**config.mk**
```make
export PLATFORM = sky130hd
export DESIGN_NAME = uart_rx_fifo
export DESIGN_NICKNAME = d
export VERILOG_FILES = /design/src/rtl/uart_rx_pkg.sv /design/src/rtl/rise_detect.sv /design/src/rtl/uart_rx_fifo.sv
export SDC_FILE = /design/constraint.sdc
export NUM_CORES = 1
export LEC_CHECK = 0
export BUFFER_PORTS_ARGS = -buffer_cell sky130_fd_sc_hd__buf_4
export CAP_MARGIN = 0
export CORE_MARGIN = 3
export CORE_UTILIZATION = 58
export DETAILED_ROUTE_END_ITERATION = 16
export PLACE_DENSITY_LB_ADDON = 0.1
export SYNTH_ARGS = -nofsm -noshare
export SYNTH_HDL_FRONTEND = slang
export SYNTH_SLANG_ARGS = --single-unit
```
**constraint.sdc**
```tcl
create_clock -name clk -period 4 [get_ports clk]
set_input_delay 0.4 -clock clk [delete_from_list [all_inputs] [get_ports clk]]
set_output_delay 0.4 -clock clk [all_outputs]
set_load 0.03 [all_outputs]
```
**src/rtl/uart_rx_pkg.sv**
```systemverilog
// Shared widths and depths for the UART receive path.
// FSM, deserializer and RX FIFO all take their defaults from here.
package uart_rx_pkg;

    localparam int UART_DATA_W        = 8;
    localparam int UART_RX_FIFO_DEPTH = 8;
    localparam int DROP_CNT_W         = 8;

    localparam logic [DROP_CNT_W-1:0] DROP_CNT_MAX = 8'hFF;

endpackage

```
**src/rtl/rise_detect.sv**
```systemverilog
// Level-to-pulse converter.
// Fires once on the first cycle a level is seen high.
module rise_detect (
    input  logic clk,
    input  logic rst_n,
    input  logic level,
    output logic pulse
);

    logic dv_q;

    always_ff @(posedge clk or negedge rst_n) begin
        if (!rst_n) begin
            dv_q <= 1'b0;
        end else begin
            dv_q <= level;
        end
    end

    assign pulse = level & ~dv_q;

endmodule

```
**src/rtl/uart_rx_fifo.sv**
```systemverilog
// RX byte buffer behind the UART receive FSM.
// One push per data_valid rise, registered pop, sticky overflow tracking.
module uart_rx_fifo
    import uart_rx_pkg::*;
#(
    parameter int DATA_WIDTH = UART_DATA_W,
    parameter int DEPTH      = UART_RX_FIFO_DEPTH,
    parameter int CNT_W      = $clog2(DEPTH) + 1
) (
    input  logic                  clk,
    input  logic                  rst_n,
    input  logic                  data_valid,
    input  logic [DATA_WIDTH-1:0] P_DATA,
    input  logic                  rd_en,
    input  logic                  ovf_clr,
    output logic [DATA_WIDTH-1:0] rd_data,
    output logic                  rd_valid,
    output logic                  empty,
    output logic                  full,
    output logic [CNT_W-1:0]      count,
    output logic                  overflow,
    output logic [DROP_CNT_W-1:0] drop_cnt
);

    localparam int PTR_W = $clog2(DEPTH);

    logic [DATA_WIDTH-1:0] mem [DEPTH];
    logic [PTR_W-1:0]      wr_ptr;
    logic [PTR_W-1:0]      rd_ptr;
    logic                  push;
    logic                  pop;
    logic                  wr;
    logic                  drop;

    rise_detect u_rise (
        .clk   (clk),
        .rst_n (rst_n),
        .level (data_valid),
        .pulse (push)
    );

    assign empty = (count == '0);
    assign full  = (count == CNT_W'(DEPTH));
    assign pop   = rd_en & ~empty;
    // A pop in the same cycle frees the slot the push needs
    assign wr    = push & (~full | pop);
    assign drop  = push & full & ~pop;

    always_ff @(posedge clk) begin
        if (wr) begin
            mem[wr_ptr] <= P_DATA;
        end
    end

    always_ff @(posedge clk or negedge rst_n) begin
        if (!rst_n) begin
            wr_ptr   <= '0;
            rd_ptr   <= '0;
            count    <= '0;
            rd_valid <= 1'b0;
            rd_data  <= '0;
        end else begin
            rd_valid <= pop;
            if (wr) begin
                wr_ptr <= wr_ptr + PTR_W'(1);
            end
            if (pop) begin
                rd_ptr  <= rd_ptr + PTR_W'(1);
                rd_data <= mem[rd_ptr];
            end
            if (wr && !pop) begin
                count <= count + CNT_W'(1);
            end else if (pop && !wr) begin
                count <= count - CNT_W'(1);
            end
        end
    end

    always_ff @(posedge clk or negedge rst_n) begin
        if (!rst_n) begin
            overflow <= 1'b0;
            drop_cnt <= '0;
        end else if (drop) begin
            overflow <= 1'b1;
            if (ovf_clr) begin
                drop_cnt <= DROP_CNT_W'(1);
            end else if (drop_cnt != DROP_CNT_MAX) begin
                drop_cnt <= drop_cnt + DROP_CNT_W'(1);
            end
        end else if (ovf_clr) begin
            overflow <= 1'b0;
            drop_cnt <= '0;
        end
    end

endmodule

```
==> results.py <==
metrics = {
    "finish": {
        "antennaDiodeCount": 0,
        "fillers": 414,
        "fin_nets": 295,
        "fin_cells": 355,
        "layout-drive-gt1-share_pct": 27.86,
        "syn_to_final_growth_pct": 15.00,
        "final_util_pct": 71.67,
        "fin_area_um2": 4394,
        "regArea_um2": 2648,
        "multiInputGateArea_um2": 1122,
    },
    "timing": {
        "min_period_ns": 2.833,
        "maxSlewViolCount": 0,
        "finalHoldViolCount": 0,
        "fmax_mhz": 353.0,
        "worst_slew_pin_slew_ns": 1.069,
        "period_share_pct": 70.83,
        "finalSetupViolCount": 0,
        "tns_ns": 0,
        "maxSlewHeadroom_pct": 28.76,
        "fin_skew_ns": 0.01151,
        "rsz0062_at_grt": "no",
    },
    "worst_setup_path": {
        "rr_endpoint": "count[3]",
        "rr_worst_depth": 8,
        "start_kind": "flop",
        "critPathLaunch": "count[1]",
        "rr_startpoint": "count[1]",
        "cp.arrival_ns": 3.06,
        "ff2ff_setup_slack_ns": 1.17,
        "crit_fanout": 7,
        "criticalPathCategory": "reg -> reg",
        "endpoint": "count[3]",
        "end_kind": "flop",
        "cp.required_ns": 4.22,
    },
    "detailed_routing": {
        "top_layer": "met4",
        "dr.pass1.iters": 4,
        "vias_per_cell": 5.870,
        "drt_iter0_markers": 216,
        "num_vias": 2084,
        "wl_met2_mm": 3.254,
        "final_antenna_net_count": 0,
        "drc": 0,
        "wl_met3_um": 480,
        "avgRoutedWirePerCell_um": 18.54,
        "met1Wirelength_mm": 2.781,
        "wl_mm": 6.580,
    },
    "synthesis": {
        "synth_edf_count": 64,
        "syn-num-nets": 253,
        "synth_top_area_share_pct": 50.29,
        "synth_cell_types": 39,
        "syn_area_per_cell_um2": 16.40,
        "yosys_most_used_dff": "edfxtp_1",
        "yosysTopAreaCell": "edfxtp_1",
        "netlist_area_um2": 3821,
        "async_reset_ff_share_pct": 31.18,
        "netlist_top_cells_area": "edfxtp_1 50%, dfrtp_1 19%, mux4_2 9.4%",
        "seq_area_frac_synth_pct": 69.29,
        "ys_ff_latch": 93,
        "ys_warn_count": 0,
        "netlist_instances": 233,
    },
    "grt": {
        "grt_pass1_vias": 2092,
        "grt_max_degree": 30,
        "grt_usage_pct": 20.01,
        "antenna_found_initial": 0,
        "grt_overflow": 0,
        "grt_pass1_wl_mm": 11.12,
    },
    "floorplanning": {
        "start_util_pct": 62.33,
        "die_area_um2": 7598,
        "dieHeight_um": 87.17,
        "ios": 37,
        "core_area_um2": 6131,
        "dieWidth_um": 87.17,
        "num_rows": 28,
    },
    "pwr": {
        "p_leak_uw": 0.001643,
        "peakVddDrop_mv": 0.4296,
        "power.density_nw_per_um2": 650.0,
        "p_total_uw": 2856,
    },
    "clocking": {
        "post_cts_buffers": 0,
        "cts_sinks": 93,
        "postCtsHoldBufs": 1,
        "h-tree-depth": 3,
        "cts_buffers": 9,
        "cts_resized": 0,
        "cts-root-buf": "clkbuf_8",
        "clockBufferDepth": 2,
        "cts_tree": "yes",
        "clock_latency_ns": 0.35,
        "path_clk_slew_ns": 0.09,
    },
    "hold_path": {
        "min_path_type": "in -> reg",
    },
    "outcome": {
        "outcome": "completed",
    },
    "placed_design": {
        "gp_congestion": 0.7933,
        "detailed_place.area_um2": 4179,
        "placed_cells": 338,
        "post-dp-hpwl_mm": 4.359,
        "io_buffers": 36,
    },
    "job": {
        "max_cap_viol_count": 0,
    },
}
-- cells by family after synthesis --
kind of cell | synth area share (%)
fa+ha+maj | 2.489
xor+xnor | 1.375
buf+inv | 1.539
mux | 12.64
flops | 69.29
simple gates | 7.597
compound gates | 5.075
-- how the worst min path moves through the flow --
| stage | from | to | slack, ns | depth (start not counted) |
|---|---|---|---|---|
| 6_report | data_valid | u_rise.dv_q | 0.17 | 1 |
| 5_1_grt | data_valid | u_rise.dv_q | 0.15 | 1 |
| 4_1_cts | data_valid | u_rise.dv_q | 0.15 | 1 |
| 3_5_place_dp | rst_n | count[2] | 0.35 | 1 |
| 3_3_place_gp | rst_n | count[2] | 0.35 | 1 |
| 2_1_floorplan | rst_n | count[0] | 0.10 | 0 |
-- cell usage after synthesis, types with 2 or more instances --
cell type / n
xnor2_1: 5
nand2b_1: 4
o21ai_0: 11
mux2i_1: 10
mux2_2: 2
a21oi_1: 7
o31ai_1: 3
or4_1: 2
ha_1: 6
edfxtp_1: 64
buf_2: 2
dfrtp_1: 29
nor2_1: 7
inv_1: 6
clkbuf_1: 6
mux4_2: 16
nor3_1: 8
nand4_1: 2
nand3_1: 4
nand2_1: 20
-- final cells by class --
class | instances | share of cell area [%]
flip-flops and latches | 93 | 60.25
clock inverters | 7 | 1.851
multi-input cells | 125 | 25.54
inverters | 6 | 0.5125
well taps | 75 | 2.136
clock buffers | 9 | 2.819
repair buffers | 40 | 6.891
-- metrics by stage --
step / hold WS [ns] / setup slack, ns
global route: 0.1501 / 0.9534
finish: 0.1656 / 1.167
detailed placement: 0.3546 / 1.184
CTS: 0.1488 / 1.166
floorplan: 0.1044 / 0.9796
global placement: 0.3514 / 1.281
-- worst max-delay path: stages, from the launching register on --
cell and delay (ns):
dfrtp_1 0.50, nor4b_4 0.48, a21oi_1 0.25, ha_1 0.29, inv_1 0.16, ha_1 0.25, a21o_2 0.23, a2111oi_0 0.39
o31ai_1 0.15
-- flip-flops by register name, indices dropped and copies added (netlist names) --
signal / cells
wr_ptr: 3
rd_data: 8
mem: 64
overflow: 1
rd_valid: 1
count: 4
u_rise.dv_q: 1
drop_cnt: 8
rd_ptr: 3
-- power breakdown --
group	leakage [uW]	total, uW	switching [uW]	internal, uW
registers	0.000944	1400	220	1180
logic	0.000600	816	401	415
clock network	0.0000997	641	342	299
total	0.00164	2860	964	1890
-- per-layer routing --
metal	track usage, %	up-vias
met5	0	-
met2	31.12	67
met1	28.96	1021
met4	7.113	0
met3	3.500	8
li1	-	988
-- placed cells by master, fill, tap and decap left out, drive strengths merged, types with 2 or more instances in the layout --
cell type  netlist  final
edfxtp          64     64
buf              3     39
dfrtp           29     29
nand2           20     20
mux4            16     16
o21ai           11     11
mux2i           10     10
clkbuf           6      9
inv              6      9
nor3             8      8
a21oi            7      7
nor2             7      7
ha               6      6
xnor2            5      5
nand2b           4      4
nand3            4      4
o31ai            3      3
mux2             2      2
nand4            2      2
or4              2      2
clkinvlp         0      2
and2             2      2
o211ai           2      2
a21o             2      2
No activity file was read; power rests on OpenSTA's default activity.
